File: config.mk
export PLATFORM = sky130hd
export DESIGN_NAME = sme_prng_arbiter_flat
export DESIGN_NICKNAME = d
export VERILOG_FILES = /design/src/rtl/sme_prng_arbiter_if.sv /design/src/rtl/sme_prng_arbiter.sv /design/src/flat_wrapper.sv
export SDC_FILE = /design/constraint.sdc
export NUM_CORES = 1
export LEC_CHECK = 0
export ABC_AREA = 0
export CELL_PAD_IN_SITES_DETAIL_PLACEMENT = 0
export CELL_PAD_IN_SITES_GLOBAL_PLACEMENT = 1
export CORE_UTILIZATION = 39
export CTS_BUF_LIST = sky130_fd_sc_hd__clkbuf_16
export CTS_CLUSTER_SIZE = 25
export DETAILED_ROUTE_END_ITERATION = 10
export GPL_TIMING_DRIVEN = 0
export MAX_ROUTING_LAYER = met4
export PLACE_DENSITY = 0.82
export REMOVE_ABC_BUFFERS = 1
export SLEW_MARGIN = 20
export SYNTH_ARGS = -nofsm -noshare
export SYNTH_HDL_FRONTEND = slang
export SYNTH_SLANG_ARGS = --single-unit
export TNS_END_PERCENT = 50
File: constraint.sdc
create_clock -name g_clk -period 3.6 [get_ports g_clk]
set_input_delay 1.08 -clock g_clk [delete_from_list [all_inputs] [get_ports g_clk]]
set_output_delay 1.08 -clock g_clk [all_outputs]
set_load 0.03 [all_outputs]
File: src/rtl/sme_prng_arbiter_if.sv
// Requester/TRNG/LFSR side-band bundle for the shared-PRNG arbiter.
// The arbiter sits on the slave modport; the requester/LFSR side is the master.
interface sme_prng_arbiter_if #(parameter int NREQ = 4);
  logic [NREQ-1:0] req;
  logic [NREQ-1:0] gnt;
  logic [31:0]     rdata;
  logic            busy;
  logic            trng_valid;
  logic            trng_bit;
  logic            trng_ready;
  logic            lfsr_update;
  logic            lfsr_extra_tap;
  logic [31:0]     lfsr_prng;

  modport master (
    output req, trng_valid, trng_bit, lfsr_prng,
    input  gnt, rdata, busy, trng_ready, lfsr_update, lfsr_extra_tap
  );
  modport slave (
    input  req, trng_valid, trng_bit, lfsr_prng,
    output gnt, rdata, busy, trng_ready, lfsr_update, lfsr_extra_tap
  );
endinterface

File: src/rtl/sme_prng_arbiter.sv
// Round-robin arbiter handing out single-use values from one shared LFSR,
// stepping it between grants and periodically reseeding it from a TRNG.
module sme_prng_arbiter #(
  parameter int NREQ          = 4,
  parameter int STEPS         = 2,
  parameter int RESEED_PERIOD = 256,
  parameter int RESEED_BITS   = 32
) (
  input  logic              g_clk,
  input  logic              g_reset,
  sme_prng_arbiter_if.slave bus
);
  localparam int PW = (NREQ > 1) ? $clog2(NREQ) : 1;
  localparam int SW = $clog2(STEPS + 1);
  localparam int GW = (RESEED_PERIOD > 0) ? $clog2(RESEED_PERIOD + 1) : 1;
  localparam int BW = $clog2(RESEED_BITS + 1);

  typedef enum logic [1:0] {S_IDLE, S_STEP, S_RESEED} state_t;

  state_t          r_state, w_state_nxt;
  logic [PW-1:0]   r_rr_ptr, w_rr_nxt, w_win;
  logic            w_found;
  logic [SW-1:0]   r_step_cnt, w_step_nxt;
  logic [GW-1:0]   r_grant_cnt, w_grant_nxt;
  logic [BW-1:0]   r_bit_cnt, w_bit_nxt;
  logic [NREQ-1:0] r_gnt, w_gnt_nxt;
  logic [31:0]     r_rdata, w_rdata_nxt;
  logic            w_update, w_tap, w_ready;

  // Search starts at rr_ptr and wraps, so the last winner has lowest priority.
  always_comb begin
    int j;
    j       = 0;
    w_found = 1'b0;
    w_win   = '0;
    for (int k = 0; k < NREQ; k++) begin
      j = int'(r_rr_ptr) + k;
      if (j >= NREQ) j = j - NREQ;
      if (!w_found && bus.req[PW'(j)]) begin
        w_found = 1'b1;
        w_win   = PW'(j);
      end
    end
  end

  always_comb begin
    w_state_nxt = r_state;
    w_rr_nxt    = r_rr_ptr;
    w_step_nxt  = r_step_cnt;
    w_grant_nxt = r_grant_cnt;
    w_bit_nxt   = r_bit_cnt;
    w_gnt_nxt   = '0;
    w_rdata_nxt = r_rdata;
    w_update    = 1'b0;
    w_tap       = 1'b0;
    w_ready     = 1'b0;
    case (r_state)
      S_IDLE: begin
        if (w_found) begin
          w_gnt_nxt   = NREQ'(1) << w_win;
          w_rdata_nxt = bus.lfsr_prng;
          w_rr_nxt    = (w_win == PW'(NREQ - 1)) ? '0 : w_win + 1'b1;
          if (RESEED_PERIOD != 0) w_grant_nxt = r_grant_cnt + 1'b1;
          w_step_nxt  = '0;
          w_state_nxt = S_STEP;
        end
      end
      S_STEP: begin
        w_update = 1'b1;
        if (r_step_cnt == SW'(STEPS - 1)) begin
          w_step_nxt = '0;
          if (RESEED_PERIOD != 0 && r_grant_cnt == GW'(RESEED_PERIOD))
            w_state_nxt = S_RESEED;
          else
            w_state_nxt = S_IDLE;
        end else begin
          w_step_nxt = r_step_cnt + 1'b1;
        end
      end
      S_RESEED: begin
        // Each TRNG bit is folded in through one LFSR step via extra_tap.
        w_ready  = 1'b1;
        w_update = bus.trng_valid;
        w_tap    = bus.trng_valid & bus.trng_bit;
        if (bus.trng_valid) begin
          if (r_bit_cnt == BW'(RESEED_BITS - 1)) begin
            w_bit_nxt   = '0;
            w_grant_nxt = '0;
            w_state_nxt = S_IDLE;
          end else begin
            w_bit_nxt = r_bit_cnt + 1'b1;
          end
        end
      end
      default: w_state_nxt = S_IDLE;
    endcase
  end

  always_ff @(posedge g_clk or posedge g_reset) begin
    if (g_reset) begin
      r_state     <= S_IDLE;
      r_rr_ptr    <= '0;
      r_step_cnt  <= '0;
      r_grant_cnt <= '0;
      r_bit_cnt   <= '0;
      r_gnt       <= '0;
      r_rdata     <= '0;
    end else begin
      r_state     <= w_state_nxt;
      r_rr_ptr    <= w_rr_nxt;
      r_step_cnt  <= w_step_nxt;
      r_grant_cnt <= w_grant_nxt;
      r_bit_cnt   <= w_bit_nxt;
      r_gnt       <= w_gnt_nxt;
      r_rdata     <= w_rdata_nxt;
    end
  end

  assign bus.gnt            = r_gnt;
  assign bus.rdata          = r_rdata;
  assign bus.busy           = (r_state != S_IDLE);
  assign bus.trng_ready     = w_ready;
  assign bus.lfsr_update    = w_update;
  assign bus.lfsr_extra_tap = w_tap;
endmodule

File: src/flat_wrapper.sv
// flat-port wrapper written by rule: the top's interface ports become plain ports
module sme_prng_arbiter_flat 
#(
  parameter int NREQ          = 4,
  parameter int STEPS         = 2,
  parameter int RESEED_PERIOD = 256,
  parameter int RESEED_BITS   = 32
)
  (g_clk, g_reset, bus_req, bus_trng_valid, bus_trng_bit, bus_lfsr_prng, bus_gnt, bus_rdata, bus_busy, bus_trng_ready, bus_lfsr_update, bus_lfsr_extra_tap);
  sme_prng_arbiter_if #(.NREQ(NREQ)) bus_i ();
  input  logic g_clk;
  input  logic g_reset;
  input wire logic [$bits(bus_i.req)-1:0] bus_req;
  input wire logic [$bits(bus_i.trng_valid)-1:0] bus_trng_valid;
  input wire logic [$bits(bus_i.trng_bit)-1:0] bus_trng_bit;
  input wire logic [$bits(bus_i.lfsr_prng)-1:0] bus_lfsr_prng;
  output wire logic [$bits(bus_i.gnt)-1:0] bus_gnt;
  output wire logic [$bits(bus_i.rdata)-1:0] bus_rdata;
  output wire logic [$bits(bus_i.busy)-1:0] bus_busy;
  output wire logic [$bits(bus_i.trng_ready)-1:0] bus_trng_ready;
  output wire logic [$bits(bus_i.lfsr_update)-1:0] bus_lfsr_update;
  output wire logic [$bits(bus_i.lfsr_extra_tap)-1:0] bus_lfsr_extra_tap;
  assign bus_i.req = bus_req;
  assign bus_i.trng_valid = bus_trng_valid;
  assign bus_i.trng_bit = bus_trng_bit;
  assign bus_i.lfsr_prng = bus_lfsr_prng;
  assign bus_gnt = bus_i.gnt;
  assign bus_rdata = bus_i.rdata;
  assign bus_busy = bus_i.busy;
  assign bus_trng_ready = bus_i.trng_ready;
  assign bus_lfsr_update = bus_i.lfsr_update;
  assign bus_lfsr_extra_tap = bus_i.lfsr_extra_tap;
  sme_prng_arbiter #(.NREQ(NREQ), .STEPS(STEPS), .RESEED_PERIOD(RESEED_PERIOD), .RESEED_BITS(RESEED_BITS)) u_core (.g_clk(g_clk), .g_reset(g_reset), .bus(bus_i));
endmodule
== Word level (Yosys, flattened, before mapping) ==
Index checks and enable logic that the tools add are counted.

* Output and inout port bits: 40
* Input port bits: 40
* Bits in registers: 57

* Magnitude comparators: 8
* Reductions and logical operators: 15
* Eq/ne operators: 10
* Add/sub/neg operators: 11
* Bitwise logic cells: 1
* Shifts and indexed selects: 1
* Mux-type cells: 44

{| class="wikitable"
|+ Operators with widths
! kind !! count
|-
| 2-to-1 mux 2 bit || 16
|-
| 2-to-1 mux 9 bit || 3
|-
| case mux 9 bit (2 select lines) || 1
|-
| < comparator 2 x 4 -> 1 bit, second input constant || 4
|-
| 2-to-1 mux 1 bit || 14
|-
| adder 9 x 1 -> 9 bit, second input constant || 1
|-
| equality test 9 bit, second input constant || 1
|-
| >= comparator 3 bit, second input constant || 3
|-
| binary-select mux 1 bit (select 2 bit) || 4
|-
| 2-to-1 mux 4 bit || 2
|-
| AND reduction 4 bit || 2
|-
| subtractor 2 x 1 -> 2 bit, second input constant || 4
|-
| adder 2 x 2 -> 3 bit, second input constant || 2
|-
| adder 6 x 1 -> 6 bit, second input constant || 1
|-
| equality test 6 x 5 -> 1 bit, second input constant || 1
|-
| 2-to-1 mux 6 bit || 1
|-
| != test 2 x 1 -> 1 bit, second input constant || 3
|-
| case mux 2 bit (3 select lines) || 1
|-
| AND reduction 2 bit || 3
|-
| nonzero test 2 bit || 3
|-
| adder 2 x 1 -> 2 bit, second input constant || 2
|-
| equality test 2 x 1 -> 1 bit, second input constant || 2
|-
| equality test 2 bit, second input constant || 2
|-
| case mux 2 bit (2 select lines) || 1
|-
| 9 further kinds || 13
|}

== Longest topological paths before layout ==
Gate-level depths: netlist (run 1).

* Depth after elaboration: 18
* Depth in mapped cells: 8
* Depth with buffers taken out: 7

== Worst setup path after synthesis (run 1) ==
Ideal clock, no wire load.

* Path kind: input to output
* From: input bus_trng_valid
* To: output bus_lfsr_update
* Buffers on the path: 1
* Required time: 2.520 ns
* Arrival time: 1.679 ns
* Path slack: 0.841 ns
* Cell stages on the path: 3
* Path through: and2_1 -> clkbuf_1 -> o21a_1

* Longest elaborated chain between the ends: 1

{| class="wikitable"
|+ RTL lines
! item !! line !! source
|-
| from (decl) || flat_wrapper.sv:14 || <nowiki>input wire logic [$bits(bus_i.trng_valid)-1:0] bus_trng_valid;</nowiki>
|-
| case mux 1 bit (2 select lines) || sme_prng_arbiter.sv:57 || <nowiki>case (r_state)</nowiki>
|-
| to (decl) || flat_wrapper.sv:21 || <nowiki>output wire logic [$bits(bus_i.lfsr_update)-1:0] bus_lfsr_update;</nowiki>
|}

No other way between the ends.

== Final worst setup path (run 1) ==
* From: input bus_trng_valid
* To: output bus_lfsr_extra_tap

* Longest elaborated chain between the ends: 2

{| class="wikitable"
|+ RTL lines
! item !! line !! source
|-
| bitwise AND 1 bit || sme_prng_arbiter.sv:84 || <nowiki>w_tap = bus.trng_valid & bus.trng_bit;</nowiki>
|-
| 2-to-1 mux 1 bit || sme_prng_arbiter.sv:57 ||
|-
| to (decl) || flat_wrapper.sv:22 || <nowiki>output wire logic [$bits(bus_i.lfsr_extra_tap)-1:0] bus_lfsr_extra_tap;</nowiki>
|}

No other way between the ends.

==> impl.org, run 1 <==
** Synthesis
- Number of distinct library cells after synthesis :: 41
- Sequential share of the synthesized area :: 53.4%
- The synthesized design contains 57 register bits.
- Ys flop type :: dfrtp_1
- In this run, synthesis inferred 0 flip-flops with an integrated enable.
- Post-synthesis instance area :: 2670 µm²
- Fraction of registers with async set or reset after synthesis :: 100%
- Yosys attributes the largest share of cell area to dfrtp_1 (53%), mux2_2 (14%), ha_1 (4.7%).
- Yosys top cell area share :: 53.4%
- During synthesis, Yosys emitted a total of 0 warnings.
- Mapped Avg Cell Area :: 11.8 µm²
- Yosys top cell by area :: dfrtp_1
- Number of instances in the synthesized netlist :: 227

** Die
- Number of standard-cell rows in the floorplan :: 29
- For this configuration, the core starts out at a cell density of 41.1%.
- Width of the die :: 84.8 µm
- The region available for standard cell placement spans 6490 µm².
- I/O pin count :: 80
- Die area :: 7180 µm²
- From bottom edge to top edge, the die measures 84.8 µm.

** Layout
- The number of antenna diodes in the final layout is 0.
- The top cell types in the final layout, fill and taps aside, are clkdlybuf4s50_1 (78), dfrtp_1 (57), mux2_2 (33), nand2_1 (18), inv_1 (16).
- Total Nets Final :: 359
- Share of cells above drive strength 1 :: 17.9%
- The library cell used most frequently in the layout, excluding fill and tap cells, is clkdlybuf4s50_1.
- Post-synthesis to final-layout area growth :: 42.5%
- Once layout is complete, the utilization of the core stands at 58.6%.

** Setup path
- Critical Path End Type :: primary output
- Worst endpoint required time :: 2.52 ns
- The worst setup path is launched from an input pin.
- Data arrives at the worst endpoint at 2.42 ns.
- In this run the worst path has a maximum fanout of 4.
- By startpoint and endpoint, the worst setup path is classified as in2out.

** Clock tree
- Once the clock tree was built, the setup fixing pass inserted 0 buffers.
- The cell sitting at the root of the clock tree is a clkbuf_16.
- The clock passes through at most 2 buffers.
- Number of sinks on the clock net :: 57
- H-tree lvl count :: 3
- # resized after CTS :: 1
- For this design, the CTS-stage hold fixing added 0 buffers.
- The later pin in the worst-skew pair is clocked with a latency of 0.32 ns.
- TritonCTS clock tree :: built
- Clock transition at the register clock pins on the worst setup and hold paths after CTS :: 0.05 ns
- In this run, CTS created clock tree buffers numbering 9.

** Power
- Dividing total power by cell area gives a power density of 890 nW/µm².
- Power after layout :: 3.39 mW
- Switching Share :: 38.1%
- Of the total power, registers draw 31.7%.
- Worst-case vdd ir drop :: 506 µV
- Leakage dissipation :: 1.61 nW
- The internal portion of the total power is 2.10 mW.
- Clock share of power :: 21.1%
- Summed over all nets, the switching power comes to 1.29 mW.
- Combinational power share :: 47.2%

** STA
- Fin. max-slew vios :: 0
- The number of failing hold endpoints at the final stage is 0.
- The final critical path takes up 97.2% of the cycle.
- Setup violations remaining at the end of the flow were counted as 0.
- Setup total negative slack on the finished layout was measured at 0 ns.
- Fmax :: 286 MHz
- Worst setup slack after layout :: 0.102 ns
- For the pin with the worst max-slew slack, the measured transition is 0.530 ns.
- Setup repair after global routing left no endpoint under its margin.
- Worst clock skew on the final layout :: 0.00724 ns
- Final critical-path required period :: 3.50 ns
- Relative max-transition margin :: 64.6%

** Route
- Total DRC errors in the routed layout :: 2
- Drt initial violations :: 88
- After detailed routing, the average wire length per cell comes to 14.0 µm.
- After detailed routing, the total wire length is 5.46 mm.
- Using the TritonRoute via totals, the vias-per-cell ratio works out to 5.05.
- Vias after detailed routing :: 1965
- For this run, the detailed router's first-pass iteration total came to 7.
- Antenna-violating nets left :: 0

** Placement
- OpenSTA, run right after detailed placement, puts the worst setup slack at -0.158 ns.
- The congestion estimate from routability-driven global placement came to 0.759.
- Half-perimeter wire length after placement :: 3.86 mm
- Input and output buffers added on the ports amount to 79.

** Flow run
- Total of max-cap violations :: 0

** GRT
- Entering global routing, the biggest net connects 58 pins.
- Wire length of the first global-routing pass :: 9.27 mm
- Aggregate global routing overflow :: 0
- Number of global-route vias before repair :: 2009
- Global routing used 17.3% of the available tracks across all layers.
- Antenna violations before repair :: 0

** Run status
- The flow ran to the end, but the final reports show violations.
- Failing checks :: DRC

** Hold path
- Worst min-delay path category :: reg2reg
[area by class of cell]
| cell class | instances | area, µm² |
|---|---|---|
| Tap cell | 77 | 96.3 |
| Inverter | 17 | 66.3 |
| Fill cell | 550 | 2690 |
| Sequential cell | 57 | 1430 |
| Timing Repair Buffer | 81 | 837 |
| Clock inverter | 5 | 25.0 |
| Clock buffer | 9 | 225 |
| Multi-Input combinational cell | 143 | 1130 |
[per-layer routing]
metal	vias up	GRT usage, %	part of all wire (%)
li1	956	-	-
met1	940	22.6	47
met2	55	25.9	47
met3	14	3.05	3.8
met4	0	8.63	2.5
met5	-	-	0
[worst max-delay path, stage by stage]
cell             delay (ns)
clkdlybuf4s50_1        0.51
and3_1                 0.16
clkdlybuf4s50_1        0.67
[path summary, 6_finish.rpt]
path / slack [ns] / depth (start not counted) / end / from
min reg2reg: 0.49 / 1 / u_core.r_bit_cnt[4]$_DFFE_PP0P_ / u_core.r_bit_cnt[4]$_DFFE_PP0P_
min in group asynchronous: 1.19 / 3 / u_core.r_rr_ptr[1]$_DFFE_PP0P_ / g_reset
min: 0.49 / 1 / u_core.r_bit_cnt[4]$_DFFE_PP0P_ / u_core.r_bit_cnt[4]$_DFFE_PP0P_
max reg2reg: 1.47 / 5 / u_core.r_grant_cnt[5]$_DFFE_PP0P_ / u_core.r_bit_cnt[0]$_DFFE_PP0P_
max in group asynchronous: 2.18 / 3 / u_core.bus.rdata[7]$_DFFE_PP0P_ / g_reset
max: 0.10 / 3 / bus_lfsr_extra_tap / bus_trng_valid
[power by group through the flow]
stage	Combinational, mW	Clock (mW)	Sequential, mW
global route	1.72	0.755	1.11
CTS	1.62	0.730	1.08
global placement	1.58	0	1.06
detailed placement	1.61	0	1.08
floorplan	0.594	0	1.46
finish	1.60	0.714	1.07
[stage by stage]
| stage | instances | hold slack [ns] | instance area, µm² |
|---|---|---|---|
| finish | 389 | 0.490 | 3810 |
| global route | 389 | 0.516 | 3810 |
| CTS | 389 | 0.490 | 3810 |
| detailed placement | 375 | 0.481 | 3560 |
| global placement | 373 | 0.481 | 3500 |
| floorplan | 217 | 0.463 | 2620 |
[cell usage after synthesis (4+ instances only)]
cell type	n
nand2_1	18
mux2i_1	5
a21oi_1	6
inv_1	17
nand2b_1	4
o31ai_1	7
o21ai_0	8
buf_2	4
nor2_1	9
mux2_2	33
nand3_1	5
dfrtp_1	57
ha_1	10
[state kept, by name (all words and copies together) (netlist names)]
name / flops
u_core.r_rr_ptr: 2
u_core.r_step_cnt: 2
u_core.bus.gnt: 4
u_core.r_state: 2
u_core.r_bit_cnt: 6
u_core.r_grant_cnt: 9
u_core.bus.rdata: 32
[cells by family (layout without fill, tap and decap cells)]
logic type	Yosys count	count (layout)	share of synthesized area (%)
buffers and inverters	27	112	4.40
xor gates and xnor gates	3	3	0.984
muxes	38	38	15.8
AOI/OAI and AO/OA	33	33	8.24
and+or+nand+nor	59	59	12.5
DFF	57	57	53.4
adders and majority gates	10	10	4.68
Power figures use the tool's default switching activity.
==> run 2: changes to the inputs <==
CORE_UTILIZATION = 36   (was 39)
PLACE_DENSITY = 0.76   (was 0.82)
clock period = 3.7 ns   (was 3.6 ns; I/O delays follow)
==> run 2 against run 1 <==
  * The run now ends clean
  * Clock power rose by 19%
  * Via count rose by 1.3%
  * Combinational power fell by 3%
  * Total power rose by 1.7%
  * Cell count rose by 6.2%
  * Setup slack improved by 0.017 ns
  * Clock-buffer cell count did not move
  * Non-clock buffer count did not move
  * Utilization fell by 4.6 points
  * Clock skew fell by 0.0033 ns
==> impl.org, run 2 (synthesis results as in run 1) <==
** Layout
- Most frequent standard cell in the layout excluding fill and tap cells :: clkdlybuf4s50_1
- The filler cell count in the final layout is 667 (+21%).
- Post-synthesis to final-layout area growth :: 45.9%
- The sequential cell area is 1430 µm² (unchanged).
- Area used by multi-input combinational logic :: 1130 µm² (+0.11%)
- Share of cells above drive strength 1 :: 18.8% (+0.84 points)
- Total Nets Final :: 359 (unchanged)
- Most frequent cells in the layout :: clkdlybuf4s50_1 (78), dfrtp_1 (57), mux2_2 (33), nand2_1 (18), inv_1 (17)
- The number of antenna diodes is 0 (unchanged).
- Largest register FFs :: 32 (unchanged)
- Cell area after layout :: 3900 µm² (+2.4%)

** Clock tree
- Number of sinks on the clock net :: 57 (unchanged)
- Number of hold buffers added after cts :: 0 (unchanged)
- Largest buffer count on any clock path :: 2 (unchanged)
- CTS placed an instance of clkbuf_16 at the clock tree root.
- Cts bufs inserted :: 9 (unchanged)
- The number of buffers inserted to repair setup after CTS is 0 (unchanged).
- The clock transition at the register clock pins on the worst setup and hold paths after CTS came to 0.05 ns (about the same).
- Clock insertion delay at the later pin of the skew report :: 0.31 ns (about the same)
- TritonCTS built the clock tree.
- The level count of the clock H-tree is 3 (unchanged).

** STA
- In the finished design, the share of the clock period the worst path needs comes to 96.8%.
- Relative max-transition margin :: 60.9% (-3.8 points)
- Unrepaired setup endpoints after global routing :: false
- The clock period could shrink to 3.58 ns.
- The measured slew at the worst slew-check pin came to 0.587 ns (+0.0563 ns).
- Fin. max-slew vios :: 0 (unchanged)
- The number of setup violations in the final report came to 0 (unchanged).
- Worst clock skew on the final layout :: 0.00398 ns (-0.00326 ns)
- Fmax :: 279 MHz
- Final-report hold violation count :: 0 (unchanged)
- Worst setup slack after layout :: 0.119 ns (+0.0170 ns)
- The worst hold slack is 0.495 ns (+0.00435 ns).

** Power
- The total power per unit cell area came to 884 nW/µm² (-0.65%).
- The combinational share of power was 45.1% (-2.1 points).
- Switching power :: 1.25 mW (-2.9%)
- Clock share of power :: 24.8% (+3.7 points)
- Power after layout :: 3.45 mW (+1.7%)
- The fraction of power spent switching nets is 36.4% (-1.7 points).
- The largest vdd supply drop came to 408 µV (-19%).
- Portion of total power attributed to sequential cells :: 30.1% (-1.6 points)
- The total leakage power came to 1.65 nW (+2.3%).
- Pint :: 2.19 mW (+4.6%)

** Setup path
- The worst path required time is 2.59 ns (+0.07 ns).
- Among the stages of the critical path, the cell type that occurs most often is clkdlybuf4s50_1.
- The setup path with the least slack is of type in2out.
- The slowest stage of the critical path is the clkdlybuf4s50_1 cell.
- The worst setup path is launched from an input pin.
- WP data arrival :: 2.47 ns (+0.05 ns)
- Walking the worst path, the cells encountered are clkdlybuf4s50_1 -> and3_1 -> clkdlybuf4s50_1.
- The number of buffer and inverter instances along the worst setup path was 2 (unchanged).
- Slowest cell delay on critical path :: 0.66 ns (about the same)
- Critical Path End Type :: primary output
- Family of cells with the greatest summed delay on the critical path :: buffers and inverters
- Max FO, Critical Path :: 4 (unchanged)

** GRT
- The global router's overall resource usage is 14.9% (-2.4 points).
- The maximum number of pins on one net before global-route repair is 41 (-29%).
- The number of global-route vias before repair is 1895 (-5.7%).
- Antenna violations before repair :: 0 (unchanged)
- The total congestion overflow came to 0 (unchanged).
- The global-route wire length before repair is 8.46 mm (-8.7%).

** Placement
- The estimated wirelength of the detail-placed design was 3.62 mm (-6.3%).
- The instance area at placement is 3580 µm² (+0.77%).
- Post-placement setup slack :: -0.185 ns (-0.0274 ns)
- Number of input and output port buffers inserted :: 79 (unchanged)
- Global placer's final weighted congestion :: 0.707 (-6.8%)

** Die
- The horizontal die dimension is 88.1 µm (+4.0%).
- The die outline area is 7770 µm² (+8.1%).
- Chip height :: 88.1 µm (+4.0%)
- The number of primary I/O pins came to 80 (unchanged).
- Number of standard-cell rows in the floorplan :: 31 (+6.9%)
- Initial standard-cell utilization of the core :: 37.0% (-4.1 points)
- The total core area was 7210 µm² (+11%).

** Route
- Wire length on met2 :: 2.25 mm (-11%)
- The met1 layer wirelength in the final routing was 2.58 mm (+0.27%).
- Number of search-and-repair iterations in the first detailed-routing pass :: 4 (-3)
- The amount of wire on met3 after detailed routing came to 337 µm (+64%).
- Routed wirelength normalized by instance count :: 12.7 µm (-9.9%)
- Drt initial violations :: 156 (+77%)
- DR top layer :: met4
- Antenna-violating nets left :: 0 (unchanged)
- Final WL :: 5.23 mm (-4.3%)
- The vias per cell came to 4.82 (-4.6%).
- Total DRC errors in the routed layout :: 0 (-2)
- The detailed-route via count is 1990 (+1.3%).

** Flow run
- The number of violations of the max-capacitance limit was 0 (unchanged).

** Run status
- The run finished with clean final reports.

** Hold path
- The path class of the tightest hold or removal check is reg2reg.
run 2: cell count changes in the layout (fill, tap and decap cells not counted), sizes merged:
cell	change
inv	+1
bufinv	+2
clkinvlp	-1
run 2: layout make-up:
cell class	count	share of cell area, %
timing repair buffer	81	21.5
multi-input combinational	143	29.0
clock inverter	7	2.22
inverter	17	1.70
sequential	57	36.6
clock buffer	9	5.78
tap	99	3.18
run 2: power groups by stage:
stage | logic [mW] | registers [mW] | clock network, mW
global placement | 1.54 | 1.03 | 0
finish | 1.55 | 1.04 | 0.853
detailed placement | 1.57 | 1.05 | 0
floorplan | 0.578 | 1.42 | 0
CTS | 1.58 | 1.04 | 0.873
global route | 1.66 | 1.07 | 0.905
run 2: path summary, 6_finish.rpt:
kind / startpoint / endpoint / slack (ns) / cells past startpoint
worst max register to register: u_core.r_bit_cnt[0]$_DFFE_PP0P_ / u_core.r_grant_cnt[3]$_DFFE_PP0P_ / 1.58 / 5
worst min register to register: u_core.r_bit_cnt[4]$_DFFE_PP0P_ / u_core.r_bit_cnt[4]$_DFFE_PP0P_ / 0.49 / 1
max in group asynchronous: g_reset / u_core.r_grant_cnt[4]$_DFFE_PP0P_ / 2.13 / 3
worst min-delay path: u_core.r_bit_cnt[4]$_DFFE_PP0P_ / u_core.r_bit_cnt[4]$_DFFE_PP0P_ / 0.49 / 1
min in group asynchronous: g_reset / u_core.bus.rdata[21]$_DFFE_PP0P_ / 1.08 / 2
worst max-delay path: bus_trng_valid / bus_lfsr_extra_tap / 0.12 / 3
run 2: per-layer routing:
metal	track usage [%]	up-vias
met5	-	-
met2	20.1	59
met4	7.04	0
met3	5.00	7
met1	19.9	964
li1	-	960
run 2: timing repair:
action | CTS | global route
gates resized for setup | 2 | 0
hold endpoints to repair | 0 | 0
endpoints found under the setup margin | 1 | 0
run 2: metrics by stage:
stage               cells  util [%]  TNS, ns
floorplan             217         -        0
global placement      395      49.0   -21.78
detailed placement    397      49.7   -0.185
CTS                   413      54.0        0
global route          413      54.0        0
finish                413      54.0        0
==> run 3: changes to the inputs <==
CORE_ASPECT_RATIO = 0.5   (was default)
CORE_UTILIZATION = 38   (was 36)
CTS_BUF_LIST = sky130_fd_sc_hd__clkbuf_4   (was sky130_fd_sc_hd__clkbuf_16)
PLACE_DENSITY = 0.8   (was 0.76)
==> run 3 against run 2 <==
  * Worst hold slack better by 0.0070 ns
  * Via count down 0.90%
  * Maximum frequency decreased by 0.40%
  * Register-to-register slack lost 0.08 ns
  * Clock-buffer cell count rose by 1
  * Combinational power is essentially flat
  * Largest cell class unchanged
==> impl.org, run 3 (synthesis results as in run 1) <==
** Power
- Worst-case vdd ir drop :: 554 µV (+36%)
- Areal power density over the cells :: 819 nW/µm² (-7.4%)
- Leakage dissipation :: 1.55 nW (-6.1%)

** STA
- The worst hold slack came to 0.502 ns (+0.00704 ns).
- Least-Margin Pin Slew :: 0.708 ns (+0.121 ns)
- Fin. max-slew vios :: 0 (unchanged)
- The worst clock skew came to 0.0113 ns (+0.00729 ns).
- The minimum period implied by the final worst setup slack is 3.60 ns (+0.0142 ns).
- The fraction of the cycle the final worst path needs was 97.2% (+0.38 points).
- The number of setup violations in the final report is 0 (unchanged).
- Relative max-transition margin :: 52.8% (-8.1 points)
- The achievable frequency came to 278 MHz (-0.40%).
- The final setup slack of the worst path was 0.104 ns (-0.0142 ns).
- Unrepaired setup endpoints after global routing :: false
- The number of failing hold endpoints at the final stage was 0 (unchanged).

** Clock tree
- Largest buffer count on any clock path :: 2 (unchanged)
- TritonCTS built the clock tree.
- Number of sinks on the clock net :: 57 (unchanged)
- Number of hold buffers added after cts :: 0 (unchanged)
- The clock buffer count from CTS came to 9 (unchanged).
- H-tree lvl count :: 3 (unchanged)
- Clock transition at the register clock pins on the worst setup and hold paths after CTS :: 0.09 ns (+0.04 ns)
- The number of buffers inserted to repair setup after CTS is 0 (unchanged).
- The insertion delay to the later sink of the worst-skew pair came to 0.40 ns (+0.09 ns).
- Root Driver :: clkbuf_4

** Route
- Drt initial violations :: 109 (-30%)
- The amount of wire on met3 after detailed routing is 261 µm (-23%).
- The final routed wirelength across all metal layers was 5.50 mm (+5.3%).
- Routed wirelength normalized by instance count :: 13.6 µm (+7.6%)
- The sum of met2 wire segment lengths after detailed routing came to 2.75 mm (+22%).
- The post-detailed-route DRC marker count came to 0 (unchanged).
- The iteration count of the initial detailed-routing pass was 4 (unchanged).
- The met1 layer wirelength in the final routing came to 2.42 mm (-6.4%).
- DR top layer :: met4
- The number of routed nets with antenna violations is 0 (unchanged).
- Vias after detailed routing :: 1972 (-0.90%)
- Average via count per standard cell :: 4.88 (+1.3%)

** GRT
- Number of global-route vias before repair :: 1888 (-0.37%)
- Antenna violations before repair :: 0 (unchanged)
- Maximum number of pins on one net before global-route repair :: 58 (+41%)
- Wire length of the first global-routing pass :: 8.68 mm (+2.6%)
- Aggregate global routing overflow :: 0 (unchanged)
- Overall track demand over capacity in global routing :: 16.5% (+1.6 points)

** Layout
- The final cell utilization of the core came to 54.6% (+0.55 points).
- The sequential cell area was 1430 µm² (unchanged).
- Cell area after layout :: 3670 µm² (-5.8%)
- Filler Cell Count :: 606 (-9.1%)
- The library cell used most frequently in the layout, excluding fill and tap cells, is clkdlybuf4s50_1.
- The number of antenna diodes is 0 (unchanged).
- Total Nets Final :: 358 (-0.28%)
- The footprint of the multi-input gates was 1130 µm² (-0.11%).
- The share of layout cells above drive strength 1 was 17.9% (-0.84 points).
- Largest register FFs :: 32 (unchanged)
- Most frequent cells in the layout :: clkdlybuf4s50_1 (78), dfrtp_1 (57), mux2_2 (33), nand2_1 (18), inv_1 (16)
- Finished Layout Cells :: 404 (-2.2%)
- From synthesis to final layout, the design area changed by 37.4%.

** Die
- Area of the core region :: 6730 µm² (-6.8%)
- The number of primary I/O pins was 80 (unchanged).
- Number of standard-cell rows in the floorplan :: 21 (-32%)
- The initial core utilization came to 39.7% (+2.7 points).
- Chip height :: 61.3 µm (-30%)
- The die outline area was 7390 µm² (-4.9%).
- Width of the die :: 121 µm (+37%)

** Placement
- Post-placement setup slack :: -0.173 ns (+0.0115 ns)
- The estimated wirelength of the detail-placed design was 3.92 mm (+8.3%).
- The weighted congestion at the end of routability-driven global placement is 0.718 (+1.6%).
- The total of buffers placed on input and output ports came to 79 (unchanged).
- The instance area at placement was 3550 µm² (-1.0%).
- The number of cells in the design after placement came to 389 (-2.0%).

** Run status
- The flow ran to the end, and the final reports show no timing, DRC or antenna violations.

** Setup path
- Startpoint types :: input pin
- WP data arrival :: 2.49 ns (+0.02 ns)
- Critical path launch point :: bus_trng_valid
- The worst register-to-register path begins at u_core.r_state[0]$_DFFE_PP0P_.
- Critical Path End Type :: primary output
- Worst endpoint required time :: 2.59 ns (about the same)
- The highest fanout seen on the critical path was 4 (unchanged).
- Worst Setup Path Type :: in2out

** Flow run
- Total of max-cap violations :: 0 (unchanged)

** Hold path
- The worst hold path begins at u_core.r_bit_cnt[4]$_DFFE_PP0P_.
- Worst min-delay path category :: reg2reg
[run 3: changes by cell type in the layout (fill, tap and decap cells not counted), sizes merged]
| cell | change |
|---|---|
| buf | -1 |
| bufinv | -1 |
| clkbuf | +1 |
| inv | -1 |
[run 3: routing by layer]
layer / GRT usage, % / vias to the layer above
met1: 18.5 / 968
li1: - / 954
met5: - / -
met4: 6.88 / 0
met2: 26.7 / 41
met3: 6.85 / 9
[run 3: area by class of cell]
type	count	share of cell area, %
Inverter	17	1.81
Timing Repair Buffer	80	22.1
Clock inverter	5	1.30
Clock buffer	10	2.05
Multi-Input combinational cell	143	30.8
Sequential cell	57	38.9
Tap cell	92	3.14
[run 3: worst max-delay path: stages]
cell,delay (ns)
clkdlybuf4s50_1,0.54
and3_1,0.17
clkdlybuf4s50_1,0.66
[run 3: timing repair]
item                                    CTS  global route
endpoints found under the hold margin     0             0
resized for setup                         1             0
endpoints found under the setup margin    1             0
[run 3: power by group]
| group | switching (mW) | internal [mW] | total [mW] |
|---|---|---|---|
| clock | 0.218 | 0.204 | 0.421 |
| sequential | 0.162 | 0.879 | 1.04 |
| combinational | 0.827 | 0.716 | 1.54 |
[run 3: worst paths after layout]
kind / end / slack (ns) / cells past startpoint
setup / recovery: bus_lfsr_extra_tap / 0.10 / 3
min in group asynchronous: u_core.bus.rdata[24]$_DFFE_PP0P_ / 1.17 / 2
hold reg to reg: u_core.r_bit_cnt[4]$_DFFE_PP0P_ / 0.50 / 1
setup reg to reg: u_core.r_grant_cnt[4]$_DFFE_PP0P_ / 1.50 / 6
max in group asynchronous: u_core.r_grant_cnt[4]$_DFFE_PP0P_ / 2.04 / 2
hold / removal: u_core.r_bit_cnt[4]$_DFFE_PP0P_ / 0.50 / 1
[run 3: stage by stage]
| stage | setup TNS [ns] | total power, mW |
|---|---|---|
| 2_1_floorplan | 0 | 2.00 |
| 3_3_place_gp | -17.10 | 2.56 |
| 3_5_place_dp | -0.173 | 2.61 |
| 4_1_cts | 0 | 3.04 |
| 5_1_grt | 0 | 3.19 |
| 6_report | 0 | 3.01 |
